--- src/rtl/scope_bus_ctrl_if.sv ---
// scope_bus_ctrl_if: host request/response channel plus shared scope command bus.
interface scope_bus_ctrl_if #(
  parameter int NUM_TAPS = 4,
  parameter int BUSW     = 64,
  parameter int LENW     = 16
);
  localparam int TAPW = (NUM_TAPS > 1) ? $clog2(NUM_TAPS) : 1;
  logic                     req_valid;
  logic                     req_ready;
  logic                     req_rw;
  logic                     req_bcast;
  logic [TAPW-1:0]          req_tap;
  logic [LENW-1:0]          req_len;
  logic [BUSW-1:0]          req_data;
  logic                     rsp_valid;
  logic                     rsp_ready;
  logic [BUSW-1:0]          rsp_data;
  logic                     rsp_err;
  logic                     rsp_last;
  logic [BUSW-1:0]          tap_bus_in;
  logic [NUM_TAPS-1:0]      tap_bus_write;
  logic [NUM_TAPS-1:0]      tap_bus_read;
  logic [NUM_TAPS*BUSW-1:0] tap_bus_out;
  modport slave (
    input  req_valid, req_rw, req_bcast, req_tap, req_len, req_data, rsp_ready, tap_bus_out,
    output req_ready, rsp_valid, rsp_data, rsp_err, rsp_last, tap_bus_in, tap_bus_write, tap_bus_read
  );
  modport master (
    output req_valid, req_rw, req_bcast, req_tap, req_len, req_data, rsp_ready, tap_bus_out,
    input  req_ready, rsp_valid, rsp_data, rsp_err, rsp_last, tap_bus_in, tap_bus_write, tap_bus_read
  );
endinterface

--- src/rtl/scope_bus_ctrl.sv ---
// scope_bus_ctrl: sequences host requests into one-cycle scope strobes, expanding burst reads.
module scope_bus_ctrl #(
  parameter int NUM_TAPS = 4,
  parameter int BUSW     = 64,
  parameter int LENW     = 16
) (
  input  logic              clk,
  input  logic              reset,
  scope_bus_ctrl_if.slave   bus
);
  localparam int TAPW = (NUM_TAPS > 1) ? $clog2(NUM_TAPS) : 1;
  typedef enum logic [1:0] {IDLE, WRITE, READ, RESP} state_t;
  state_t              r_state, w_next;
  logic                r_rw, r_bcast;
  logic [TAPW-1:0]     r_tap;
  logic [LENW-1:0]     r_cnt;
  logic [BUSW-1:0]     r_bus_in, r_rsp_data;
  logic                r_rsp_err, r_rsp_last;
  logic                w_accept, w_err;
  logic [NUM_TAPS-1:0] w_onehot;
  logic [BUSW-1:0]     w_tap_data;
  assign w_accept   = r_state == IDLE && bus.req_valid;
  assign w_err      = bus.req_bcast ? !bus.req_rw : 32'(bus.req_tap) >= NUM_TAPS;
  assign w_onehot   = NUM_TAPS'(1) << r_tap;
  assign w_tap_data = bus.tap_bus_out[32'(r_tap)*BUSW +: BUSW];
  always_ff @(posedge clk)
    if (reset) r_state <= IDLE;
    else r_state <= w_next;
  // A pending response blocks further reads: each scope read is destructive.
  always_comb
    w_next = r_state == IDLE  ? (!bus.req_valid ? IDLE : w_err ? RESP : bus.req_rw ? WRITE : READ) :
             r_state == RESP  ? (!bus.rsp_ready ? RESP : r_rsp_last ? IDLE : READ) :
             RESP;
  always_ff @(posedge clk)
    if (reset) begin
      r_rw       <= 1'b0;
      r_bcast    <= 1'b0;
      r_tap      <= '0;
      r_cnt      <= '0;
      r_bus_in   <= '0;
      r_rsp_data <= '0;
      r_rsp_err  <= 1'b0;
      r_rsp_last <= 1'b0;
    end else if (w_accept) begin
      r_rw       <= bus.req_rw;
      r_bcast    <= bus.req_bcast;
      r_tap      <= bus.req_tap;
      r_cnt      <= bus.req_len == '0 ? LENW'(1) : bus.req_len;
      r_bus_in   <= bus.req_data;
      r_rsp_data <= '0;
      r_rsp_err  <= w_err;
      r_rsp_last <= w_err || bus.req_rw;
    end else if (r_state == READ) begin
      r_cnt      <= r_cnt - LENW'(1);
      r_rsp_data <= w_tap_data;
      r_rsp_err  <= 1'b0;
      r_rsp_last <= r_cnt == LENW'(1);
    end
  always_comb begin
    bus.req_ready     = !reset && r_state == IDLE;
    bus.rsp_valid     = !reset && r_state == RESP;
    bus.rsp_data      = r_rsp_data;
    bus.rsp_err       = r_rsp_err;
    bus.rsp_last      = r_rsp_last;
    bus.tap_bus_in    = r_bus_in;
    bus.tap_bus_write = (!reset && r_state == WRITE) ? (r_bcast ? '1 : w_onehot) : '0;
    bus.tap_bus_read  = (!reset && r_state == READ) ? w_onehot : '0;
  end
endmodule

--- src/flat_wrapper.sv ---
// flat-port wrapper written by rule: the top's interface ports become plain ports
module scope_bus_ctrl_flat 
#(
  parameter int NUM_TAPS = 4,
  parameter int BUSW     = 64,
  parameter int LENW     = 16
)
  (clk, reset, bus_req_valid, bus_req_rw, bus_req_bcast, bus_req_tap, bus_req_len, bus_req_data, bus_rsp_ready, bus_tap_bus_out, bus_req_ready, bus_rsp_valid, bus_rsp_data, bus_rsp_err, bus_rsp_last, bus_tap_bus_in, bus_tap_bus_write, bus_tap_bus_read);
  scope_bus_ctrl_if #(.NUM_TAPS(NUM_TAPS), .BUSW(BUSW), .LENW(LENW)) bus_i ();
  input  logic clk;
  input  logic reset;
  input wire logic [$bits(bus_i.req_valid)-1:0] bus_req_valid;
  input wire logic [$bits(bus_i.req_rw)-1:0] bus_req_rw;
  input wire logic [$bits(bus_i.req_bcast)-1:0] bus_req_bcast;
  input wire logic [$bits(bus_i.req_tap)-1:0] bus_req_tap;
  input wire logic [$bits(bus_i.req_len)-1:0] bus_req_len;
  input wire logic [$bits(bus_i.req_data)-1:0] bus_req_data;
  input wire logic [$bits(bus_i.rsp_ready)-1:0] bus_rsp_ready;
  input wire logic [$bits(bus_i.tap_bus_out)-1:0] bus_tap_bus_out;
  output wire logic [$bits(bus_i.req_ready)-1:0] bus_req_ready;
  output wire logic [$bits(bus_i.rsp_valid)-1:0] bus_rsp_valid;
  output wire logic [$bits(bus_i.rsp_data)-1:0] bus_rsp_data;
  output wire logic [$bits(bus_i.rsp_err)-1:0] bus_rsp_err;
  output wire logic [$bits(bus_i.rsp_last)-1:0] bus_rsp_last;
  output wire logic [$bits(bus_i.tap_bus_in)-1:0] bus_tap_bus_in;
  output wire logic [$bits(bus_i.tap_bus_write)-1:0] bus_tap_bus_write;
  output wire logic [$bits(bus_i.tap_bus_read)-1:0] bus_tap_bus_read;
  assign bus_i.req_valid = bus_req_valid;
  assign bus_i.req_rw = bus_req_rw;
  assign bus_i.req_bcast = bus_req_bcast;
  assign bus_i.req_tap = bus_req_tap;
  assign bus_i.req_len = bus_req_len;
  assign bus_i.req_data = bus_req_data;
  assign bus_i.rsp_ready = bus_rsp_ready;
  assign bus_i.tap_bus_out = bus_tap_bus_out;
  assign bus_req_ready = bus_i.req_ready;
  assign bus_rsp_valid = bus_i.rsp_valid;
  assign bus_rsp_data = bus_i.rsp_data;
  assign bus_rsp_err = bus_i.rsp_err;
  assign bus_rsp_last = bus_i.rsp_last;
  assign bus_tap_bus_in = bus_i.tap_bus_in;
  assign bus_tap_bus_write = bus_i.tap_bus_write;
  assign bus_tap_bus_read = bus_i.tap_bus_read;
  scope_bus_ctrl #(.NUM_TAPS(NUM_TAPS), .BUSW(BUSW), .LENW(LENW)) u_core (.clk(clk), .reset(reset), .bus(bus_i));
endmodule
--- config.mk ---
export PLATFORM = sky130hd
export DESIGN_NAME = scope_bus_ctrl_flat
export DESIGN_NICKNAME = d
export VERILOG_FILES = /design/src/rtl/scope_bus_ctrl_if.sv /design/src/rtl/scope_bus_ctrl.sv /design/src/flat_wrapper.sv
export SDC_FILE = /design/constraint.sdc
export NUM_CORES = 1
export LEC_CHECK = 0
export BUFFER_PORTS_ARGS = -buffer_cell sky130_fd_sc_hd__clkbuf_2
export CELL_PAD_IN_SITES_DETAIL_PLACEMENT = 0
export CELL_PAD_IN_SITES_GLOBAL_PLACEMENT = 1
export CORE_AREA = 2 2 186 188
export CTS_BUF_LIST = sky130_fd_sc_hd__clkbuf_8 sky130_fd_sc_hd__clkbuf_16
export DETAILED_ROUTE_END_ITERATION = 8
export DIE_AREA = 0 0 188 190
export PLACE_DENSITY_LB_ADDON = 0.1
export SLEW_MARGIN = 20
export SYNTH_ARGS = -nofsm -noshare
export SYNTH_HDL_FRONTEND = slang
export SYNTH_SLANG_ARGS = --single-unit
--- constraint.sdc ---
create_clock -name clk -period 2.3 [get_ports clk]
set_input_delay 0.115 -clock clk [delete_from_list [all_inputs] [get_ports clk]]
set_output_delay 0.115 -clock clk [all_outputs]
set_load 0.005 [all_outputs]
==> out/qor.csv <==
stage;metric;value;unit
routing;antenna_left;0;
clock_network;cts_max_level;4;
clock_network;cts_buffers;17;
grt;antenna_found_initial;0;
clock_network;clockRootBuffer;clkbuf_16;
synth;seq_area_frac_synth;41.9;%
critical_path;critical_path.top_delay_family;simple AND/OR/NAND/NOR gates;
finish;area_growth;63.1;%
critical_path;worstPathCellList;nand2b_2 -> nor2_1 -> nand2_1 -> nor2_1 -> clkbuf_2;
timing;relSlewSlack;50.8;%
routing;viasPerCell;4.41;
power_and_ir_drop;p_per_area;661;mW/mm^2
die;ios;484;
timing;finalSetupViolations;0;
clock_network;cts_tree;done;
grt;gr-total-overflow;0;
finish;multi_input_area;0.00391;mm^2
clock_network;cts_buffer_depth;2;
power_and_ir_drop;p_sw;2.17;mW
critical_path;rrSetupSlack;0.26;ns
synth;syn_area;0.00721;mm^2
clock_network;clock_latency;0.44;ns
timing;rsz0062_at_grt;no;
finish;regArea;0.00303;mm^2
routing;routedWlPerCell;17.4;um
critical_path;cp-startpoint;u_core.r_state[0];
place;hpwlAfterDp;24300;um
place;gp_congestion;0.754;
clock_network;cts_sinks;151;
critical_path;r2r-start;u_core.r_cnt[7];
timing;clock.fmax;471;MHz
finish;nets;1704;
power_and_ir_drop;clock_power_share;40.5;%
routing;drt_iter0_drc;384;
critical_path;worstPathRequired;2.18;ns
synth;synth-edff-count;0;
place;pre_cts_slack;0.278;ns
routing;finalWirelength;31800;um
synth;synthCells;814;
synth;synth_area_leaders;dfxtp_1 (42%), mux4_2 (20%), nand2_1 (14%);
finish;fill_cells;3677;
grt;grt_pass1_wl;46600;um
synth;async_reset_ff_share;0;%
timing;fin_ws;0.178;ns
critical_path;cpMostUsedCell;nor2_1;
power_and_ir_drop;finalPower;7.77;mW
timing;fin_tns_setup;0;ns
critical_path;rr_worst_depth;4;
clock_network;clk_pin_slew;0.07;ns
power_and_ir_drop;p_comb_share;21.5;%
die;fp.dieH;190;um
finish;n_antenna_cell;0;
critical_path;crit_end;bus_tap_bus_read[3];
grt;grt_usage;17.3;%
critical_path;crit_path_start_kind;register;
timing;hold_viol;0;
job;max-cap-violations;0;
power_and_ir_drop;seq_power_share;37.9;%
die;die_x;188;um
routing;vias;8048;
finish;fin_util;34.6;%
synth;synthDistinctLibCells;50;
critical_path;critPathKind;reg -> out;
power_and_ir_drop;sw_frac_of_total;27.9;%
synth;ys_seq_elements;151;
power_and_ir_drop;p_leak;5.15;nW
synth;synth_ff_type;dfxtp_1;
place;io_buffers;483;
timing;period_needed;2.12;ns
die;num_rows;68;
timing;slew_viol_final;0;
outcome;status;finished clean;
grt;grt_pass1_vias;7743;
die;core_area;0.0339;mm^2
place;dp_cells;1714;
critical_path;crit_slowest_cell;dfxtp_1;
power_and_ir_drop;power.internal;5.60;mW
routing;first_pass_iters;4;
synth;synth_most_common_cell;nand2_1;
critical_path;worstPathArrival;2.01;ns
power_and_ir_drop;peakVddDrop;0.500;mV
timing;finalCritPeriodShare;92.3;%
finish;layoutNonFillerInstCount;1826;
clock_network;cts_setup_buffers;0;
finish;drive_above_1_share;45.3;%
critical_path;slowest_delay;0.45;ns
critical_path;end_kind;output pin;
timing;clock_skew;0.0130;ns
synth;syn_nets;1160;
min_path;hp-class;in -> reg;
critical_path;crit_fanout;11;
die;start_util;21.2;%
synth;yosysTopAreaCell;dfxtp_1;
routing;drc_errors;0;
critical_path;reg2reg_to;u_core.r_cnt[14];
timing;tightest_slew;0.738;ns
synth;synth_warnings;0;
critical_path;cp_num_cells;5;
synth;syn_area_per_cell;8.86;um^2
synth;synthTopCellsByCount;nand2_1 (269), dfxtp_1 (151), a21oi_1 (142), mux4_2 (64), clkbuf_1 (58);
critical_path;critPathBufInv;1;
synth;synth_top_area_share;41.9;%
grt;grt_max_degree;77;
die;design.die.area;0.0357;mm^2
## tightest hold or removal path, cell delays in order
cell and delay [ns]:
clkbuf_2 0.09, nor2_1 0.14, a211oi_1 0.06
## metrics by stage
stage	hold WS, ns	instance area [um^2]
2_1_floorplan	0.251	7210
3_3_place_gp	0.336	10300
3_5_place_dp	0.334	10300
6_report	0.0143	11800
4_1_cts	0.00813	11800
5_1_grt	0.0115	11800
## area by class of cell
class                           instances  share of cell area, %
Multi-Input combinational cell        587                   33.3
Inverter                                8                  0.255
Sequential cell                       151                   25.8
Timing Repair Buffer                  593                   30.4
Clock buffer                           18                   3.74
Tap cell                              455                   4.84
Clock inverter                         14                   1.76
## how the worst min path moves through the flow
| stage | to | slack, ns | cells past startpoint | startpoint |
|---|---|---|---|---|
| floorplan | u_core.bus.tap_bus_in[0] | 0.25 | 2 | bus_req_data[0] |
| global placement | u_core.r_tap[0] | 0.34 | 3 | bus_req_tap[0] |
| finish | u_core.r_cnt[8] | 0.01 | 3 | bus_req_len[8] |
| detailed placement | u_core.r_tap[0] | 0.33 | 3 | bus_req_tap[0] |
| CTS | u_core.r_cnt[8] | 0.008 | 3 | bus_req_len[8] |
| global route | u_core.r_cnt[8] | 0.01 | 3 | bus_req_len[8] |
## power groups by stage
| stage | clock network, mW | logic [mW] | registers (mW) |
|---|---|---|---|
| 3_3_place_gp | 0 | 1.60 | 3.00 |
| 5_1_grt | 3.36 | 1.85 | 2.97 |
| 4_1_cts | 3.26 | 1.71 | 2.95 |
| 2_1_floorplan | 0 | 0.800 | 2.96 |
| 3_5_place_dp | 0 | 1.59 | 3.01 |
| 6_report | 3.15 | 1.67 | 2.95 |
## registers in the layout, summed over array words and instances, names as in the netlist
register               cells
u_core.bus.rsp_data       64
u_core.bus.tap_bus_in     64
u_core.bus.rsp_last        1
u_core.r_bcast             1
u_core.bus.rsp_err         1
u_core.r_state             2
u_core.r_cnt              16
u_core.r_tap               2
## kinds of logic (layout without fill, tap and decap cells)
| kind of cell | Yosys count | count (layout) | share of synthesized area [%] |
|---|---|---|---|
| AND/OR/NAND/NOR | 336 | 336 | 19.3 |
| XOR/XNOR | 2 | 2 | 0.243 |
| multiplexers | 64 | 64 | 20.0 |
| buffers and inverters | 76 | 633 | 4.06 |
| AO/OA/AOI/OAI | 183 | 183 | 14.2 |
| flip-flops | 151 | 151 | 41.9 |
| adder cells (fa/ha/maj) | 2 | 2 | 0.347 |
## layer usage
metal / track usage (%) / routed length [um]
met1: 22.5 / 14200
met2: 28.7 / 15400
met3: 4.33 / 1960
met4: 4.12 / 250
met5: 0 / 0
## cell usage in the layout (no fill, tap or decap), types with 17 or more instances in the layout
master and n:
buf_4 20, a21oi_1 142, clkbuf_16 17, dfxtp_1 149
mux4_2 64, nand2_1 267, dlygate4sd3_1 80, nor2_1 18
clkbuf_2 482
## what timing repair did
item	in CTS	in global routing
gates resized for setup	0	0
hold endpoints to repair	81	0
hold buffers	80	0
(Power assumes the default switching activity.)
